<file path="config.mk">
export PLATFORM = sky130hd
export DESIGN_NAME = branch_resolve_ctrl
export DESIGN_NICKNAME = d
export VERILOG_FILES = /design/src/rtl/branch_resolve_ctrl_pkg.sv /design/src/rtl/branch_resolve_ctrl_br_event_counter.sv /design/src/rtl/branch_resolve_ctrl.sv
export SDC_FILE = /design/constraint.sdc
export NUM_CORES = 1
export LEC_CHECK = 0
export CELL_PAD_IN_SITES_DETAIL_PLACEMENT = 1
export CELL_PAD_IN_SITES_GLOBAL_PLACEMENT = 1
export CORE_ASPECT_RATIO = 1.5
export CORE_MARGIN = 3
export CORE_UTILIZATION = 37
export DETAILED_ROUTE_END_ITERATION = 8
export PLACE_DENSITY = 0.81
export SETUP_SLACK_MARGIN = 0.3
export SLEW_MARGIN = 20
export SYNTH_ARGS = -nofsm -noshare
export SYNTH_HDL_FRONTEND = slang
export SYNTH_SLANG_ARGS = --single-unit
</file>
<file path="constraint.sdc">
create_clock -name i_clk -period 4.45 [get_ports i_clk]
set_clock_uncertainty 0.2 [all_clocks]
set_input_delay 0.89 -clock i_clk [delete_from_list [all_inputs] [get_ports i_clk]]
set_output_delay 0.89 -clock i_clk [all_outputs]
set_load 0.05 [all_outputs]
</file>
<file path="src/rtl/branch_resolve_ctrl_pkg.sv">
// Shared encodings for the ID-stage branch resolution logic: branch op codes,
// sequencer states and small decode helpers used by decoder, comparator and sequencer.
package branch_resolve_ctrl_pkg;

    localparam logic [2:0] BR_NONE = 3'b000;
    localparam logic [2:0] BR_BEQ  = 3'b001;
    localparam logic [2:0] BR_BNE  = 3'b010;
    localparam logic [2:0] BR_BLEZ = 3'b011;
    localparam logic [2:0] BR_BGTZ = 3'b100;
    localparam logic [2:0] BR_BLTZ = 3'b101;

    typedef enum logic [1:0] {
        ST_IDLE     = 2'b00,
        ST_WAIT     = 2'b01,
        ST_REDIRECT = 2'b10
    } br_state_e;

    // True for the five real conditional branch encodings.
    function automatic logic is_branch_op(input logic [2:0] op);
        logic res;
        case (op)
            BR_BEQ, BR_BNE, BR_BLEZ, BR_BGTZ, BR_BLTZ: res = 1'b1;
            default:                                   res = 1'b0;
        endcase
        return res;
    endfunction

    // 11x encodings are reserved and flagged as illegal.
    function automatic logic is_illegal_op(input logic [2:0] op);
        return (op[2:1] == 2'b11);
    endfunction

endpackage

</file>
<file path="src/rtl/branch_resolve_ctrl_br_event_counter.sv">
// Wrap-around event counter with asynchronous active-low clear and increment enable.
module br_event_counter #(
    parameter int CNT_W = 16
) (
    input  logic             clk,
    input  logic             rst_n,
    input  logic             inc,
    output logic [CNT_W-1:0] count
);

    logic [CNT_W-1:0] count_r;

    // Count register; natural overflow gives the wrap from all-ones to zero.
    always_ff @(posedge clk or negedge rst_n) begin
        if (!rst_n) begin
            count_r <= {CNT_W{1'b0}};
        end else if (inc) begin
            count_r <= count_r + {{(CNT_W-1){1'b0}}, 1'b1};
        end else begin
            count_r <= count_r;
        end
    end

    assign count = count_r;

endmodule

</file>
<file path="src/rtl/branch_resolve_ctrl.sv">
// ID-stage branch sequencer: stalls on operand hazards, resolves the branch through
// the external comparator and issues a one-cycle registered PC redirect plus IF/ID flush.
module branch_resolve_ctrl
    import branch_resolve_ctrl_pkg::*;
#(
    parameter int PC_W  = 32,
    parameter int CNT_W = 16
) (
    input  logic             i_clk,
    input  logic             i_rst_n,
    input  logic             i_br_valid,
    input  logic [2:0]       i_branch,
    input  logic             i_opnd_hazard,
    input  logic             i_taken,
    input  logic [PC_W-1:0]  i_target,
    output logic [2:0]       o_cmp_op,
    output logic             o_stall,
    output logic             o_pc_sel,
    output logic             o_flush,
    output logic [PC_W-1:0]  o_target,
    output logic             o_illegal,
    output logic [CNT_W-1:0] o_br_cnt,
    output logic [CNT_W-1:0] o_taken_cnt
);

    br_state_e         state_r;
    br_state_e         state_nxt_s;
    logic              present_s;
    logic              illegal_s;
    logic              resolve_s;
    logic              take_s;
    logic              stall_s;
    logic [2:0]        cmp_op_s;
    logic              pc_sel_r;
    logic              flush_r;
    logic              illegal_r;
    logic [PC_W-1:0]   target_r;

    // Decode of the ID-stage instruction; everything is masked during REDIRECT.
    always_comb begin
        present_s = 1'b0;
        illegal_s = 1'b0;
        if (state_r != ST_REDIRECT) begin
            present_s = i_br_valid && is_branch_op(i_branch);
            illegal_s = i_br_valid && is_illegal_op(i_branch);
        end else begin
            present_s = 1'b0;
            illegal_s = 1'b0;
        end
        resolve_s = present_s && !i_opnd_hazard;
        take_s    = resolve_s && i_taken;
    end

    // State register.
    always_ff @(posedge i_clk or negedge i_rst_n) begin
        if (!i_rst_n) begin
            state_r <= ST_IDLE;
        end else begin
            state_r <= state_nxt_s;
        end
    end

    // Next-state logic.
    always_comb begin
        state_nxt_s = ST_IDLE;
        case (state_r)
            ST_IDLE, ST_WAIT: begin
                if (present_s && i_opnd_hazard) begin
                    state_nxt_s = ST_WAIT;
                end else if (take_s) begin
                    state_nxt_s = ST_REDIRECT;
                end else begin
                    state_nxt_s = ST_IDLE;
                end
            end
            ST_REDIRECT: state_nxt_s = ST_IDLE;
            default:     state_nxt_s = ST_IDLE;
        endcase
    end

    // Combinational outputs; gated by reset so they collapse with the registered pulses.
    always_comb begin
        stall_s  = 1'b0;
        cmp_op_s = BR_NONE;
        if (i_rst_n && present_s) begin
            stall_s  = i_opnd_hazard;
            cmp_op_s = i_branch;
        end else begin
            stall_s  = 1'b0;
            cmp_op_s = BR_NONE;
        end
    end

    // Registered redirect, flush and illegal pulses plus the captured target.
    always_ff @(posedge i_clk or negedge i_rst_n) begin
        if (!i_rst_n) begin
            pc_sel_r  <= 1'b0;
            flush_r   <= 1'b0;
            illegal_r <= 1'b0;
            target_r  <= {PC_W{1'b0}};
        end else begin
            pc_sel_r  <= take_s;
            flush_r   <= take_s;
            illegal_r <= illegal_s;
            if (take_s) begin
                target_r <= i_target;
            end else begin
                target_r <= target_r;
            end
        end
    end

    br_event_counter #(.CNT_W(CNT_W)) u_br_cnt (
        .clk   (i_clk),
        .rst_n (i_rst_n),
        .inc   (resolve_s),
        .count (o_br_cnt)
    );

    br_event_counter #(.CNT_W(CNT_W)) u_taken_cnt (
        .clk   (i_clk),
        .rst_n (i_rst_n),
        .inc   (take_s),
        .count (o_taken_cnt)
    );

    assign o_cmp_op  = cmp_op_s;
    assign o_stall   = stall_s;
    assign o_pc_sel  = pc_sel_r;
    assign o_flush   = flush_r;
    assign o_target  = target_r;
    assign o_illegal = illegal_r;

endmodule

</file>
==> run summary, run 1 <==
The buffering stage count on the worst path with inverters included is 2, and the die footprint is 0.00928 mm^2. Measured along the x axis, the die boundary spans 79.7 um. The fraction of final layout cells sized beyond drive strength 1 is 0.168. For the via total after detailed routing, the log shows 2202. The routed design has 7.70 mm of wire. The detail-routed via count per cell works out to 4.99. The highest clock rate is 263 MHz. Entering global routing, the biggest net connects 69 pins. The count of flip-flops with a built-in enable after synthesis is 0.

The run gives 9 as the total clock buffers created by CTS. The filler cells instantiated in the layout total 780. Initial core utilization: 0.388.

For the worst max-slew margin expressed relative to the limit, the log shows 0.427. The congestion estimate from routability-driven global placement came to 0.734. The flow ran to the end, and the final reports show no timing, DRC or antenna violations. The total power per unit cell area is 537 mW/mm^2, and the first-pass iteration count of the detailed router is 4.

The cell sitting at the root of the clock tree is a sky130_fd_sc_hd__clkbuf_16. After global routing the overflow that remains totals 0. Clock tree synthesis found a total of 68 sinks. The portion of the clock cycle consumed by the worst path in the final layout was 0.853; the number of max-slew violations in the final report was 0.

Leaving out fill and tap cells, the most frequent cell in the layout is sky130_fd_sc_hd__clkdlybuf4s50_1. With fillers left out, the area of the finished cells amounts to 0.00442 mm^2. The dominant delay contributor by cell family on the critical path is simple AND/OR/NAND/NOR gates. Setup violations remaining at the end of the flow were counted as 0. The critical path runs through a total of 6 cells. The worst hold path stage count is 1, and the core region area is 0.00776 mm^2. Yosys mapped the design onto 27 distinct sky130hd cell types.

The run gives 0 as the number of antenna-violating nets in the routed design. The fraction of the yosys area taken by sequential cells came out at 0.565. The slew at the pin with the worst max-slew slack came out at 0.860 ns. The biggest cell delay along the critical path works out to 0.54 ns.

Clock-pin slew was measured on the worst setup and hold paths at 0.05 ns. The critical path goes through clkdlybuf4s50_1 > or3_4 > nand3_1 > nor3b_2 > and2_1 > buf_4. 111 I/O pins were placed.

Type of the setup path with the least slack: in -> out. The diode insertion count for antenna repair came out at 0. After synthesis the netlist holds a flip-flop and latch count of 68.

The number of setup buffers added after CTS is 0. The worst hold path belongs to the class reg -> reg. For this run, the post-layout net count is 377. The die extent in y works out to 116 um. The highest net fanout along the worst path works out to 12.

In the synthesized netlist the dominant register cell turns out to be sky130_fd_sc_hd__dfrtp_1. The run gives 0.179 as the combined global-route utilization of all metal layers. The hold violation total from the final report is 0.

Input and output buffers added on the ports amount to 110. The first global-routing pass estimated 12.5 mm of wire. In the routed design, unresolved DRC markers number 0. The required time of the critical path was 3.36 ns; the detailed placement HPWL was 5.55 mm. IR analysis of the VDD net gives a maximum drop of 0.000371 V.

In the final routed layout, each cell accounts on average for 17.5 um. TritonCTS built the clock tree. The total instance count after detailed placement was 426.

From synthesis to final layout, the design area changed by 46.8%. The final total power was 0.00237 W; the area after detailed placement was 0.00414 mm^2. After detailed routing, the met2 layer carries 4.37 mm of wire. The post-layout instance count excluding filler cells was 441. The routed design could run at a clock period as short as 3.80 ns. In this run, the number of DRC markers left after iteration 0 of detailed routing was 61. The run gives 2.75 mm as the met1 routed wirelength after detailed routing.

Counting cells, the worst reg-to-reg path comes to 4. The tool flagged a number of max-cap violations equal to 0. The post-synthesis async set-or-reset flop share was 1.00; the quantity of gates resized following cts was 0. The tools report the kind of end point of the critical path as an output pin.

The library cells used most frequently in the layout, excluding fill and tap cells, are sky130_fd_sc_hd__clkdlybuf4s50_1 (105), sky130_fd_sc_hd__dfrtp_1 (68), sky130_fd_sc_hd__mux2_4 (27). Summed over all instances, the cell type with the most area after synthesis is sky130_fd_sc_hd__dfrtp_1. The post-synthesis average cell area works out to 13.7 um^2. After synthesis, the cell types taking the most area are sky130_fd_sc_hd__dfrtp_1 (57%), sky130_fd_sc_hd__mux2_4 (13%), sky130_fd_sc_hd__xor2_1 (6.1%), sky130_fd_sc_hd__xnor2_1 (2.6%), sky130_fd_sc_hd__nand3_1 (2.3%). The routed design uses 321 um of met3 wire.

Synthesis handed over a netlist of 220 instances. The logs give 0 for the initial antenna violation count and 0.32 ns for the clock latency at the later pin of the worst-skew pair. On the critical path, the stage with the largest delay is an instance of sky130_fd_sc_hd__clkdlybuf4s50_1.

At the worst endpoint, the arrival time is 2.71 ns. The worst setup path is launched from an input port. The run gives 2415 as the number of global-route vias before repair. The run gives 0.00301 mm^2 as the total standard cell area after synthesis. Yosys printed 0 warnings. The number of nets handed over by synthesis was 262. Setup repair after global routing left no endpoint under its margin. In this run the core area contains 39 standard-cell rows. The highest layer touched by signal routing is met4.

Summed over all cells, the static leakage comes to 2.06 nW. Buffers inserted to repair hold after CTS numbered 0. CTS built an H-tree with a depth of 3.

Counting along the longest clock path gives a buffer depth of 2. The area fraction of the dominant cell type after synthesis was 0.565; the summed negative setup slack over all endpoints was 0 ns.
## power by group
| group | total, W | internal, W | switching [W] |
|---|---|---|---|
| registers | 0.000831 | 0.000731 | 0.0000999 |
| logic | 0.000894 | 0.000344 | 0.000551 |
| clock network | 0.000648 | 0.000402 | 0.000245 |
## metal layers
| layer | up-vias | GRT usage |
|---|---|---|
| met4 | 0 | 0.0998 |
| met3 | 17 | 0.0355 |
| li1 | 1007 | - |
| met1 | 1114 | 0.199 |
| met5 | - | 0 |
| met2 | 64 | 0.316 |
## stage by stage
step	hold WS [ns]	worst slack, ns	utilization
2_1_floorplan	0.225	1.37	-
3_3_place_gp	0.258	0.727	0.534
3_5_place_dp	0.257	0.576	0.534
4_1_cts	0.267	0.555	0.569
5_1_grt	0.305	0.448	0.569
6_report	0.262	0.654	0.569
## worst paths after layout
| path | from | endpoint | slack [ns] |
|---|---|---|---|
| worst max-delay path | i_branch[1] | o_stall | 0.65 |
| worst min-delay path | u_taken_cnt.count[15] | u_taken_cnt.count[15] | 0.26 |
| worst max register to register | state_r[1] | u_br_cnt.count[11] | 2.45 |
| worst min register to register | u_taken_cnt.count[15] | u_taken_cnt.count[15] | 0.26 |
| max in group asynchronous | i_rst_n | u_br_cnt.count[15] | 2.91 |
| min in group asynchronous | i_rst_n | u_taken_cnt.count[9] | 0.58 |
## cells by family after synthesis
kind of cell               after synthesis  share of synthesized area
AOI/OAI and AO/OA                        1                    0.00291
buffers and inverters                   10                     0.0333
xor gates and xnor gates                30                     0.0873
and+or+nand+nor                         76                      0.146
muxes                                   33                      0.157
DFF                                     68                      0.565
adders and majority gates                2                    0.00831
## Yosys cell counts (all sizes together) (2+ instances only)
cell and instances:
buf 7, and4 4, nand2 16, inv 3, nor4b 2, nor4 10, dfrtp 68, nand4 7
ha 2, and2 4, and3 3, xnor2 9, nor3 8, xor2 21, nor2 4, nor3b 2
mux2 33, nand3 14
## area by class of cell
cell class | count | area (um^2) | share of cell area
Timing Repair Buffer | 111 | 1090 | 0.248
Clock inverter | 2 | 10.0 | 0.00227
Inverter | 3 | 11.3 | 0.00255
Clock buffer | 13 | 260 | 0.0589
Tap cell | 102 | 128 | 0.0289
Sequential cell | 68 | 1700 | 0.385
Multi-Input combinational cell | 142 | 1210 | 0.275
## registers in the layout, summed over array words and instances, names as in the netlist
register	count
u_taken_cnt.count	16
o_flush	1
u_br_cnt.count	16
state_r	2
o_target	32
o_illegal	1
Note: power is estimated with default switching activity, not from simulation.
==> run 2, diff against run 1 <==
--- a/config.mk
+++ b/config.mk
@@ -7,7 +7,7 @@
 export LEC_CHECK = 0
 export CELL_PAD_IN_SITES_DETAIL_PLACEMENT = 1
 export CELL_PAD_IN_SITES_GLOBAL_PLACEMENT = 1
-export CORE_ASPECT_RATIO = 1.5
+export CORE_ASPECT_RATIO = 0.8
 export CORE_MARGIN = 3
 export CORE_UTILIZATION = 37
 export DETAILED_ROUTE_END_ITERATION = 8
==> run 2 against run 1 <==
  * Global-route usage shrank 0.52 points
  * Register-to-register slack lost 0.06 ns
  * Sequential share of layout area is 0.54 points higher
  * Die area is 0.17% lower
  * Critical path depth is 1 higher
  * Maximum frequency increased by 1.6%
  * Combinational power rose by 0.8%
  * Core utilization increased by 0.10 points
  * Via count is 1.4% lower
  * First-iteration DRC count increased by 13%
  * Clock power fell by 20%
  * Design area decreased by 1.4%
  * Largest cell class unchanged
==> run summary, run 2 (same netlist as run 1, synthesis figures left out) <==
The number of global-route vias before repair was 2371 (-1.8%). The initial core utilization is 0.394 (+0.00617), and the detailed placement HPWL is 5.72 mm (+3.1%). The tools report the setup-violating endpoint count in the final report as 0 (unchanged).

The clock input transition at the sequential cells of the worst setup and hold paths came out at 0.07 ns (+0.02 ns). The worst hold path stage count came out at 1 (unchanged). The run gives 0.00764 mm^2 (-1.6%) as the core region area. The cell with the largest stage delay on the worst path was sky130_fd_sc_hd__clkdlybuf4s50_1.

For the max-cap check violation count, the log shows 0 (unchanged). The portion of the clock cycle consumed by the worst path in the final layout works out to 0.839 (-0.0138). The tools report the quantity of gates resized following cts as 0 (unchanged).

The combinational power share is 0.401 (+0.024), and the x dimension of the die is 107 um (+34%). The hold violation total from the final report is 0 (unchanged). The flip-flop count of the largest register after layout was 32 (unchanged); the number of max-slew violations in the final report was 0 (unchanged). The slew at the pin with the worst max-slew slack came out at 0.878 ns (+0.0188 ns). The clock period minus final worst setup slack is 3.73 ns (-0.0616 ns), and the number of antenna-violating nets in the routed design is 0 (unchanged). The highest clock rate is 268 MHz (+1.6%). The tools report the initial antenna violation count as 0 (unchanged).

The buffering stage count on the worst path with inverters included works out to 3 (+1). The run gives 0.570 (+0.00102) as the final design utilization. Setup repair after global routing left no endpoint under its margin.

The logs give 9 (unchanged) for the total clock buffers created by CTS and 12.5 mm (-0.22%) for the global-route wire length before repair. Total power per unit cell area: 516 mW/mm^2 (-4.0%). The average wire per cell in the routed design works out to 17.2 um (-1.5%). The dominant delay contributor by cell family on the critical path is buffers and inverters. Diode insertion count for antenna repair: 0 (unchanged). The largest vdd supply drop is 0.000271 V (-27%), and the floorplan row count is 28 (-28%). The highest net fanout along the worst path is 12 (unchanged).

The die extent in y is 86.7 um (-26%), and the worst max-slew margin expressed relative to the limit is 0.414 (-0.0126). The run gives 3 (unchanged) as the H-tree level count. The run gives 0.370 (+0.020) as the sequential cell fraction of total power. In the layout the commonest cells are sky130_fd_sc_hd__clkdlybuf4s50_1 (105), sky130_fd_sc_hd__dfrtp_1 (68), sky130_fd_sc_hd__mux2_4 (27).

Kind of end point of the critical path: an output pin. The run gives 0 (unchanged) as the hold buffer count at CTS. The run finished with clean final reports. The arrival time reported for the critical path endpoint is 2.64 ns (-0.07 ns), and the biggest cell delay along the critical path is 0.56 ns (+0.02 ns). The area growth from synthesis to layout is 44.7%. The switching part of the total works out to 0.393 (+0.0159). The logs give 4 (unchanged) for the first-pass iteration count of the detailed router and 2 (unchanged) for the number of buffers on the longest clock path.

The run gives 378 (+0.27%) as the number of nets in the final layout. Fraction of final layout cells sized beyond drive strength 1: 0.173 (+0.00488). The number of DRC violations after detailed-routing iteration 0 was 69 (+13%); the overflow left after global routing was 0 (unchanged). The power share of the clock group is 0.229 (-0.044), and the required time of the critical path is 3.36 ns (about the same).

For the combined global-route utilization of all metal layers, the log shows 0.174 (-0.00517). The tools report the clock root buffer as sky130_fd_sc_hd__clkbuf_8. The critical path goes through clkdlybuf4s50_1 > or3_4 > nand3_1 > buf_4 > nor3b_1 > and2_1 > buf_4. The total DRC errors in the routed layout was 0 (unchanged). The clock latency at the later pin of the worst-skew pair was 0.33 ns (about the same). The tools report the cell-internal power as 0.00136 W (-7.7%).

The maximum number of pins on one net before global-route repair is 69 (unchanged). Summed negative setup slack over all endpoints: 0 ns (unchanged). The area of the multi-input gates was 0.00121 mm^2 (-0.41%). The library cell used most frequently in the layout, excluding fill and tap cells, is sky130_fd_sc_hd__clkdlybuf4s50_1. The die footprint is 0.00926 mm^2 (-0.17%), and the routability congestion estimate is 0.775 (+5.5%). The tools report the startpoint type of the worst setup path as an input port. The via total after detailed routing came out at 2171 (-1.4%).

Setup fix buffers added after clock tree synthesis: 0 (unchanged). The run gives 111 (unchanged) as the top-level I/O count. TritonCTS built the clock tree. The depth of the worst register-to-register path is 4 (unchanged).

Sequential cell area: 0.00170 mm^2 (unchanged). Switching power summed over all nets: 0.000884 W (-1.3%). Total of buffers placed on input and output ports: 110 (unchanged).

Most frequent cell on the critical path: sky130_fd_sc_hd__buf_4. The total wire length after detailed routing is 7.68 mm (-0.34%), and the logic depth of the worst path, buffers included is 7 (+1). The tightest min-delay check is of the reg -> reg type. The number of clock sinks was 68 (unchanged). The cell leakage power was 2.03 nW (-1.5%). The detail-routed via count per cell was 4.87 (-2.5%).

Type of the setup path with the least slack: in -> out. The tools report the number of fillers in the final layout as 824 (+5.6%).
run 2: cell count changes in the layout (fill, tap and decap cells not counted), sizes merged:
cell | before | now
buf | 6 | 7
bufinv | 0 | 1
clkbuf | 13 | 12
clkinvlp | 0 | 1
run 2: layout make-up:
cell class,instances,area share
repair buffers,112,0.253
clock buffers,12,0.0356
multi-input cells,142,0.277
flip-flops and latches,68,0.391
well taps,105,0.0302
inverters,3,0.00258
clock inverters,4,0.0109
run 2: path summary, 6_finish.rpt:
check,start,end,slack (ns)
worst min register to register,u_taken_cnt.count[15],u_taken_cnt.count[15],0.27
worst max-delay path,i_branch[2],o_cmp_op[0],0.72
max in group asynchronous,i_rst_n,u_taken_cnt.count[14],2.88
worst max register to register,state_r[1],u_br_cnt.count[11],2.39
min in group asynchronous,i_rst_n,o_target[26],0.58
worst min-delay path,u_taken_cnt.count[15],u_taken_cnt.count[15],0.27
run 2: metrics by stage:
| step | hold slack, ns | instances | setup WS [ns] | total power, W | area [um^2] |
|---|---|---|---|---|---|
| 3_5_place_dp | 0.272 | 430 | 0.738 | 0.00175 | 4150 |
| 3_3_place_gp | 0.256 | 430 | 0.885 | 0.00173 | 4150 |
| 6_report | 0.275 | 446 | 0.715 | 0.00225 | 4360 |
| 4_1_cts | 0.283 | 446 | 0.731 | 0.00228 | 4360 |
| 2_1_floorplan | 0.225 | 220 | 1.37 | 0.00140 | 3010 |
| 5_1_grt | 0.292 | 446 | 0.579 | 0.00236 | 4360 |
run 2: layer usage:
| metal | vias up | global-route usage | share of wire |
|---|---|---|---|
| li1 | 1008 | - | - |
| met1 | 1082 | 0.216 | 0.43 |
| met2 | 68 | 0.284 | 0.50 |
| met3 | 13 | 0.0566 | 0.057 |
| met4 | 0 | 0.0674 | 0.021 |
| met5 | - | 0 | 0 |
run 2: power by group through the flow:
stage          registers [W]  logic (W)  clock network [W]
4_1_cts             0.000831   0.000911           0.000534
6_report            0.000831   0.000901           0.000516
3_3_place_gp        0.000833   0.000894                  0
5_1_grt             0.000854   0.000936           0.000567
2_1_floorplan        0.00121   0.000189                  0
3_5_place_dp        0.000840   0.000908                  0
